==> src/rtl/decimal_display_sequencer_pkg.sv <==
// Shared types and constants for the signed binary-to-BCD display sequencer.
// Holds the FSM encoding, accumulator sizing and the two's-complement magnitude helper.
package decimal_display_sequencer_pkg;

    typedef enum logic [1:0] {
        ST_IDLE  = 2'd0,
        ST_LOAD  = 2'd1,
        ST_SHIFT = 2'd2,
        ST_DONE  = 2'd3
    } state_t;

    localparam int BCD_DIGITS  = 10;
    localparam int SHIFT_COUNT = 32;
    localparam int CNT_W       = $clog2(SHIFT_COUNT);

    localparam logic [CNT_W-1:0] LAST_BIT = CNT_W'(SHIFT_COUNT - 1);

    // 0x80000000 maps to 2147483648, which still fits in 32 unsigned bits
    function automatic logic [31:0] magnitude(input logic [31:0] v);
        return v[31] ? (~v + 32'd1) : v;
    endfunction

endpackage

==> src/rtl/decimal_display_sequencer_if.sv <==
// Request/result bundle between a value producer and the decimal display sequencer.
// master drives the request and observes results; slave is the converter.
interface decimal_display_sequencer_if #(
    parameter int DATA_WIDTH  = 32,
    parameter int DISP_DIGITS = 5
);
    logic [DATA_WIDTH-1:0]    in_val;
    logic                     in_valid;
    logic                     in_ready;
    logic [4*DISP_DIGITS-1:0] bcd_digits;
    logic                     is_negative;
    logic                     overflow;
    logic                     out_valid;
    logic                     busy;

    modport master (
        output in_val, in_valid,
        input  in_ready, bcd_digits, is_negative, overflow, out_valid, busy
    );

    modport slave (
        input  in_val, in_valid,
        output in_ready, bcd_digits, is_negative, overflow, out_valid, busy
    );
endinterface

==> src/rtl/decimal_display_sequencer_bcd_add3.sv <==
// Purpose: double-dabble digit correction, adds 3 to a BCD digit of 5 or more.
// Latency: combinational.
// Backpressure: none.
module decimal_display_sequencer_bcd_add3 (
    input  logic [3:0] din,
    output logic [3:0] dout
);
    assign dout = (din >= 4'd5) ? (din + 4'd3) : din;
endmodule

==> src/rtl/decimal_display_sequencer.sv <==
// Purpose: signed 32-bit to registered BCD digits with sign and overflow flags.
// Latency: out_valid pulses 34 clocks after the accept edge; outputs hold between updates.
// Backpressure: in_ready only in IDLE, requests while busy are ignored (no queueing).
module decimal_display_sequencer
    import decimal_display_sequencer_pkg::*;
#(
    parameter int DATA_WIDTH  = 32,
    parameter int DISP_DIGITS = 5
) (
    input  logic                         clk,
    input  logic                         rst,
    decimal_display_sequencer_if.slave   dd
);

    state_t                   state_q, state_d;
    logic [DATA_WIDTH-1:0]    in_q;
    logic [DATA_WIDTH-1:0]    shreg;
    logic [4*BCD_DIGITS-1:0]  acc;
    logic [4*BCD_DIGITS-1:0]  acc_adj;
    logic                     sign_pend;
    logic [CNT_W-1:0]         cnt;
    logic                     ovf_c;

    logic [4*DISP_DIGITS-1:0] bcd_q;
    logic                     neg_q;
    logic                     ovf_q;
    logic                     vld_q;

    for (genvar d = 0; d < BCD_DIGITS; d++) begin : g_add3
        decimal_display_sequencer_bcd_add3 u_add3 (
            .din  (acc[4*d +: 4]),
            .dout (acc_adj[4*d +: 4])
        );
    end

    // Digits beyond the displayed window only feed the overflow flag
    if (DISP_DIGITS < BCD_DIGITS) begin : g_ovf
        assign ovf_c = |acc[4*BCD_DIGITS-1:4*DISP_DIGITS];
    end else begin : g_no_ovf
        assign ovf_c = 1'b0;
    end

    always_comb begin
        state_d = state_q;
        case (state_q)
            ST_IDLE:  if (dd.in_valid && dd.in_ready) state_d = ST_LOAD;
            ST_LOAD:  state_d = ST_SHIFT;
            ST_SHIFT: if (cnt == LAST_BIT) state_d = ST_DONE;
            ST_DONE:  state_d = ST_IDLE;
            default:  state_d = ST_IDLE;
        endcase
    end

    always_ff @(posedge clk) begin
        if (rst) begin
            state_q   <= ST_IDLE;
            in_q      <= '0;
            shreg     <= '0;
            acc       <= '0;
            sign_pend <= 1'b0;
            cnt       <= '0;
            bcd_q     <= '0;
            neg_q     <= 1'b0;
            ovf_q     <= 1'b0;
            vld_q     <= 1'b0;
        end else begin
            state_q <= state_d;
            vld_q   <= 1'b0;
            case (state_q)
                ST_IDLE: begin
                    if (dd.in_valid) in_q <= dd.in_val;
                end
                ST_LOAD: begin
                    shreg     <= magnitude(in_q);
                    acc       <= '0;
                    sign_pend <= in_q[DATA_WIDTH-1];
                    cnt       <= '0;
                end
                ST_SHIFT: begin
                    {acc, shreg} <= {acc_adj, shreg} << 1;
                    cnt          <= cnt + 1'b1;
                end
                ST_DONE: begin
                    bcd_q <= acc[4*DISP_DIGITS-1:0];
                    neg_q <= sign_pend;
                    ovf_q <= ovf_c;
                    vld_q <= 1'b1;
                end
                default: ;
            endcase
        end
    end

    assign dd.in_ready    = (state_q == ST_IDLE) && !rst;
    assign dd.busy        = (state_q != ST_IDLE);
    assign dd.bcd_digits  = bcd_q;
    assign dd.is_negative = neg_q;
    assign dd.overflow    = ovf_q;
    assign dd.out_valid   = vld_q;

endmodule
==> src/flat_wrapper.sv <==
// flat-port wrapper written by rule: the top's interface ports become plain ports
module decimal_display_sequencer_flat import decimal_display_sequencer_pkg::*;
#(
    parameter int DATA_WIDTH  = 32,
    parameter int DISP_DIGITS = 5
)
  (clk, rst, dd_in_val, dd_in_valid, dd_in_ready, dd_bcd_digits, dd_is_negative, dd_overflow, dd_out_valid, dd_busy);
  decimal_display_sequencer_if #(.DATA_WIDTH(DATA_WIDTH), .DISP_DIGITS(DISP_DIGITS)) dd_i ();
  input  logic clk;
  input  logic rst;
  input wire logic [$bits(dd_i.in_val)-1:0] dd_in_val;
  input wire logic [$bits(dd_i.in_valid)-1:0] dd_in_valid;
  output wire logic [$bits(dd_i.in_ready)-1:0] dd_in_ready;
  output wire logic [$bits(dd_i.bcd_digits)-1:0] dd_bcd_digits;
  output wire logic [$bits(dd_i.is_negative)-1:0] dd_is_negative;
  output wire logic [$bits(dd_i.overflow)-1:0] dd_overflow;
  output wire logic [$bits(dd_i.out_valid)-1:0] dd_out_valid;
  output wire logic [$bits(dd_i.busy)-1:0] dd_busy;
  assign dd_i.in_val = dd_in_val;
  assign dd_i.in_valid = dd_in_valid;
  assign dd_in_ready = dd_i.in_ready;
  assign dd_bcd_digits = dd_i.bcd_digits;
  assign dd_is_negative = dd_i.is_negative;
  assign dd_overflow = dd_i.overflow;
  assign dd_out_valid = dd_i.out_valid;
  assign dd_busy = dd_i.busy;
  decimal_display_sequencer #(.DATA_WIDTH(DATA_WIDTH), .DISP_DIGITS(DISP_DIGITS)) u_core (.clk(clk), .rst(rst), .dd(dd_i));
endmodule
==> config.mk <==
export PLATFORM = sky130hd
export DESIGN_NAME = decimal_display_sequencer_flat
export DESIGN_NICKNAME = d
export VERILOG_FILES = /design/src/rtl/decimal_display_sequencer_pkg.sv /design/src/rtl/decimal_display_sequencer_if.sv /design/src/rtl/decimal_display_sequencer_bcd_add3.sv /design/src/rtl/decimal_display_sequencer.sv /design/src/flat_wrapper.sv
export SDC_FILE = /design/constraint.sdc
export NUM_CORES = 1
export LEC_CHECK = 0
export BUFFER_PORTS_ARGS = -buffer_cell sky130_fd_sc_hd__buf_2
export CAP_MARGIN = 20
export CORE_MARGIN = 2
export CORE_UTILIZATION = 54
export DETAILED_ROUTE_END_ITERATION = 16
export PLACE_DENSITY = 0.8
export SLEW_MARGIN = 10
export SYNTH_ARGS = -nofsm -noshare
export SYNTH_HDL_FRONTEND = slang
export SYNTH_SLANG_ARGS = --single-unit
==> constraint.sdc <==
create_clock -name clk -period 2.5 [get_ports clk]
set_input_delay 0.5 -clock clk [delete_from_list [all_inputs] [get_ports clk]]
set_output_delay 0.5 -clock clk [all_outputs]
set_load 0.05 [all_outputs]
==> Word-level counts from Yosys, hierarchy flattened <==
Cells that the tools add are included.
W data, S select, Z words.
{ "totals": {"regBits": 135, "in_bits": 35, "out_inout_bits": 25, "word_cells": 66} }
{ "op_classes": {"add_sub_neg": 12, "n_lt_le_gt_ge": 10, "eq_ne": 6, "n_mux": 18, "bitwise_logic": 1, "n_reduce_logical": 9} }
{ "ops": {"columns": ["op", "n"], "rows": [
  ["$pmux W40 S2", 1],
  ["$pmux W32 S2", 1],
  ["$ge A4 B3 Y1 const B", 10],
  ["$add A4 B2 Y4 const B", 9],
  ["$mux W4", 9],
  ["$add A32 B1 Y32 const B", 1],
  ["$mux W32", 1],
  ["$not A32 Y32", 1],
  ["$reduce_or A20 Y1", 1],
  ["$pmux W5 S2", 1],
  ["$pmux W2 S4", 1],
  ["$add A5 B1 Y5 const B", 1],
  ["$eq A5 B5 Y1 const B", 1],
  ["$eq A2 B2 Y1 const B", 2],
  ["$mux W2", 2],
  ["$ne A2 B1 Y1 const B", 2],
  ["$reduce_and A2 Y1", 2],
  ["$reduce_bool A2 Y1", 2],
  ["$add A3 B2 Y3 const B", 1],
  ["$mux W3", 1],
  ["$eq A2 B1 Y1 const B", 1],
  ["$logic_and A1 B1 Y1", 2],
  ["$logic_not A2 Y1", 1],
  ["$logic_not A1 Y1", 1],
  ["$mux W1", 1]
]} }

==> Longest topological paths before layout <==
{ "logic_depth": {"depth_word": 5, "depth_mapped": 8, "depth_no_buf": 7} }

==> Cells and area by module <==
From an unflattened synthesis, not the netlist that was laid out.
{ "unflattened": {"hier_cells": 872, "hier_area_um2": 6957.9} }
{ "by_module_without_submodules": {"columns": ["mod", "n_inst", "cells_each", "area_per_inst_um2", "seq_area_each_um2"], "rows": [
  ["decimal_display_sequencer", 1, 712, 5944.5, 2702.6],
  ["decimal_display_sequencer_bcd_add3", 10, 16, 101.3, 0.0]
]} }

==> Worst setup path before layout <==
OpenSTA, ideal clock, no wires.
{ "synth_timing": {"path_kind": "register -> register", "startpoint": "register u_core.in_q[8]", "endpoint": "register u_core.shreg[21]", "setup_ns": 0.134, "arrival_time_ns": 2.018, "t_required_ns": 2.366, "setup_slack_ns": 0.348, "path_stages_with_launch": 8, "n_path_buf": 2, "period_less_slack_ns": 2.152, "path_cell_list": "dfxtp_1 -> or4_1 -> or3_1 -> buf_6 -> buf_6 -> o41ai_2 -> xor2_1 -> o22ai_1"} }
{ "synth_between": {"elab_chain_cells": 4} }
{ "synth_rtl": {"columns": ["element", "line_no", "rtl"], "rows": [
  ["from (decl)", "decimal_display_sequencer.sv:16", "logic [DATA_WIDTH-1:0] in_q;"],
  ["from (signal assigned)", "decimal_display_sequencer.sv:71", "if (dd.in_valid) in_q <= dd.in_val;"],
  ["$not A32 Y32", "decimal_display_sequencer_pkg.sv:20", "return v[31] ? (~v + 32'd1) : v;"],
  ["$add A32 B1 Y32", "decimal_display_sequencer_pkg.sv:20", null],
  ["$mux W32", "decimal_display_sequencer_pkg.sv:20", null],
  ["$pmux W32 S2", "decimal_display_sequencer.sv:69", "case (state_q)"],
  ["to (signal assigned)", "decimal_display_sequencer.sv:74", "shreg <= magnitude(in_q);"],
  ["to (signal assigned)", "decimal_display_sequencer.sv:80", "{acc, shreg} <= {acc_adj, shreg} << 1;"],
  ["to (decl)", "decimal_display_sequencer.sv:17", "logic [DATA_WIDTH-1:0] shreg;"]
]} }
No other way between the ends.
A chain may end at the register's enable or synchronous reset.

==> Worst setup path after layout <==
{ "layout_timing": {"startpoint": "register u_core.in_q[8]", "endpoint": "register u_core.shreg[28]"} }
Same word-level chain as after synthesis.

==> run_results.csv <==
group,metric,value,unit
timing,fin_tns_setup,0,ps
critical_path,critPathCaptureType,"register",
routing,via_per_inst,5.64,
critical_path,slowest_delay,570,ps
timing,timing.fmax,435,MHz
cts,cts.hold.buffers_added,0,
cts,cts_made_buffers,17,
routing,dr_wl_met2,6830,µm
outcome,outcome,"finished, final reports clean",
synthesis,syn-cell-area,6690,µm²
global_routing,first_global_vias,5233,
synthesis,synth-main-ff-cell,"dfxtp_1",
critical_path,start_kind,"register",
global_routing,track_usage,0.225,
cts,clkTransAtPathRegs,50,ps
timing,hold_viol,0,
cts,clk_latency,420,ps
synthesis,synth_edf_count,0,
critical_path,cp_max_fo,17,
cts,cts_resized,0,
power,intPower,4.83,mW
power,seqPwrFrac,0.345,
global_routing,grt_max_degree,51,
finish,syn2layout_area_growth,15.5,%
synthesis,async_flop_share,0,
critical_path,crit_arrival,2580,ps
die,fp-row-count,40,
cts,cts_root_buf,"clkbuf_16",
critical_path,r2r_slack,200,ps
synthesis,syn_nets,856,
synthesis,ys_types,49,
routing,drc,0,
synthesis,syn_avg_cell_area,8.49,µm²
min_path,holdPathStages,3,
power,switching_share,0.365,
finish,design_area,7730,µm²
min_path,hold_path_class,"input port to register",
critical_path,crit_family,"simple AND/OR/NAND/NOR gates",
synthesis,syn_inst,788,
global_routing,grt_pass1_wl,24200,µm
timing,worst_pin_slew,500,ps
timing,rsz0062_at_grt,"no",
power,clkPwrFrac,0.314,
placement,port_buffers,59,
placement,dp_cells,985,
timing,period_share,0.920,
critical_path,r2r-end,"u_core.shreg[28]",
finish,fill_cells,1003,
power,p_sw,2.77,mW
job,cap_viol_max_count,0,
timing,setup_violations,0,
timing,whs,315,ps
die,dieArea,13300,µm²
finish,final_common_cell,"dfxtp_1",
synthesis,ys_seq_area_frac,0.404,
critical_path,crit_buf_inv,1,
power,power_frac_comb,0.341,
die,die_h,115,µm
routing,routed_wl,14300,µm
routing,firstDrtPassIters,5,
power,leakagePower,3.02,nW
timing,slew_violations,0,
die,ioPinCount,60,
routing,via_count,5714,
placement,gp_congestion,0.832,
die,floorplan.initialDensity,0.555,
cts,cts.sinks,135,
die,core-area,12100,µm²
routing,wl_met3,563,µm
timing,finClkSkew,7.39,ps
critical_path,critPathSlowestCell,"or4_1",
routing,dr.max_layer_used,"met4",
cts,cts_setup_buffers,0,
cts,cts.htree.levels,4,
timing,period_minus_slack,2300,ps
routing,drt-met1-wl,6750,µm
finish,layout.cells.non_filler,1014,
routing,antenna_left,0,
placement,hpwlAfterDp,9430,µm
min_path,holdPathEnd,"u_core.in_q[25]",
critical_path,worst-setup-path-type,"register to register",
routing,avgRoutedWirePerCell,14.1,µm
timing,maxSlewHeadroom,0.666,
placement,placed_area,7170,µm²
critical_path,r2r.worst_path.cells,6,
critical_path,required,2780,ps
finish,layout_common_cells,"dfxtp_1 (135), nand2_1 (87), nor2_1 (81), a21oi_1 (79), buf_2 (58)",
finish,nets,904,
synthesis,synth_seq_cells,135,
power,vdd_drop_max,0.703,mV
cts,tritoncts,"built",
cts,clockBufferDepth,2,
global_routing,grt.overflow.total,0,
finish,drive_above_1_share,0.142,
routing,drt_first_iter_violations,350,
finish,n_antenna_cell,0,
power,powerDensity,983,nW/µm²
synthesis,synth_warnings,0,
die,die_w,115,µm
global_routing,antenna_found_initial,0,
critical_path,reg2reg_from,"u_core.in_q[8]",
critical_path,path_cells,"or4_1 -> or3_1 -> buf_4 -> o41ai_1 -> xor2_1 -> o22ai_1",
min_path,hold_start,"dd_in_val[25]",
[power groups by stage]
stage | logic [mW] | registers, mW | clock network (mW)
2_1_floorplan | 1.94 | 2.61 | 0
3_5_place_dp | 2.56 | 2.66 | 0
4_1_cts | 2.58 | 2.62 | 2.42
5_1_grt | 2.87 | 2.66 | 2.52
6_report | 2.59 | 2.63 | 2.39
3_3_place_gp | 2.54 | 2.65 | 0
[layer usage]
layer / vias to the layer above / global-route usage
met4: 0 / 0.0771
met5: - / 0
met3: 18 / 0.0527
li1: 2853 / -
met1: 2710 / 0.294
met2: 133 / 0.366
[worst max-delay path by stage]
stage                   startpoint                to  slack (ps)  depth (start not counted)
finish              u_core.in_q[8]  u_core.shreg[28]         200                          6
global route        u_core.in_q[8]  u_core.shreg[15]          30                          6
CTS                 u_core.in_q[8]  u_core.shreg[30]         130                          6
detailed placement  u_core.in_q[8]  u_core.shreg[30]         160                          6
global placement    u_core.in_q[8]  u_core.shreg[25]         250                          6
floorplan           u_core.in_q[8]  u_core.shreg[21]         350                          7
[per-stage QoR]
step	total power, mW	util	setup slack [ps]
after floorplan	4.55	-	348
after global placement	5.19	0.594	252
after detailed placement	5.22	0.594	160
after CTS	7.62	0.640	135
after global routing	8.04	0.641	30.5
final	7.60	0.641	200
[cells by family (layout without fill, tap and decap cells)]
family                     after synthesis  after routing  share of synthesized area
and+or+nand+nor                        248            248                      0.167
AOI/OAI and AO/OA                      202            202                      0.200
DFF                                    135            135                      0.404
buffers and inverters                   88            146                     0.0520
xor gates and xnor gates                47             47                     0.0615
muxes                                   35             35                     0.0540
adders and majority gates               33             33                     0.0617
[sequential cells by signal, summed over array words and instances, names as in the netlist, 2 cells and up]
register / flops
u_core.cnt: 5
u_core.state_q: 2
u_core.dd.bcd_digits: 20
u_core.acc: 40
u_core.in_q: 32
u_core.shreg: 32
[tightest hold or removal path, delay by kind of cell]
| family | cells | cell delay [ps] |
|---|---|---|
| AO/OA/AOI/OAI | 1 | 50 |
| AND/OR/NAND/NOR | 1 | 40 |
| buffers and inverters | 1 | 90 |
[area by class of cell]
type | count | area (µm²) | share of cell area
Multi-Input combinational cell | 565 | 3650 | 0.472
Sequential cell | 135 | 2700 | 0.350
Clock buffer | 26 | 489 | 0.0633
Timing Repair Buffer | 81 | 475 | 0.0615
Tap cell | 168 | 210 | 0.0272
Inverter | 36 | 135 | 0.0175
Clock inverter | 3 | 67.6 | 0.00874
[Yosys cell counts (2+ instances only)]
cell       instances  share of area
or3_1             10         0.0093
or4_1              3         0.0034
nand2_1           87          0.049
o211ai_1           4         0.0045
a32o_1             2         0.0030
a22oi_1           12          0.013
o41ai_2            4         0.0097
nor2_1            81          0.045
buf_2              2         0.0015
o41ai_1            8          0.010
xnor2_1           18          0.024
o211a_1            2         0.0030
nor4_1             5         0.0047
nor3b_1            2         0.0022
xor2_1            29          0.038
a21oi_1           79          0.059
buf_6              2         0.0034
dfxtp_1          135           0.40
buf_1              5         0.0028
and3_1            17          0.016
nand2b_1          14          0.013
mux2_2             9          0.015
a2bb2oi_1         10          0.013
nand3_1            6         0.0045
o31ai_1           19          0.021
inv_1             35          0.020
mux2i_1           26          0.039
nand4_1            3         0.0028
a32oi_1           10          0.013
o21ai_0           26          0.019
ha_1              33          0.062
clkbuf_1          43          0.024
nor2b_1            3         0.0028
a31oi_1            4         0.0037
nor3_1            12         0.0090
o22ai_1           13          0.012
a211oi_1           2         0.0022
a311oi_1           2         0.0026
No activity file was read; power rests on OpenSTA's default activity.
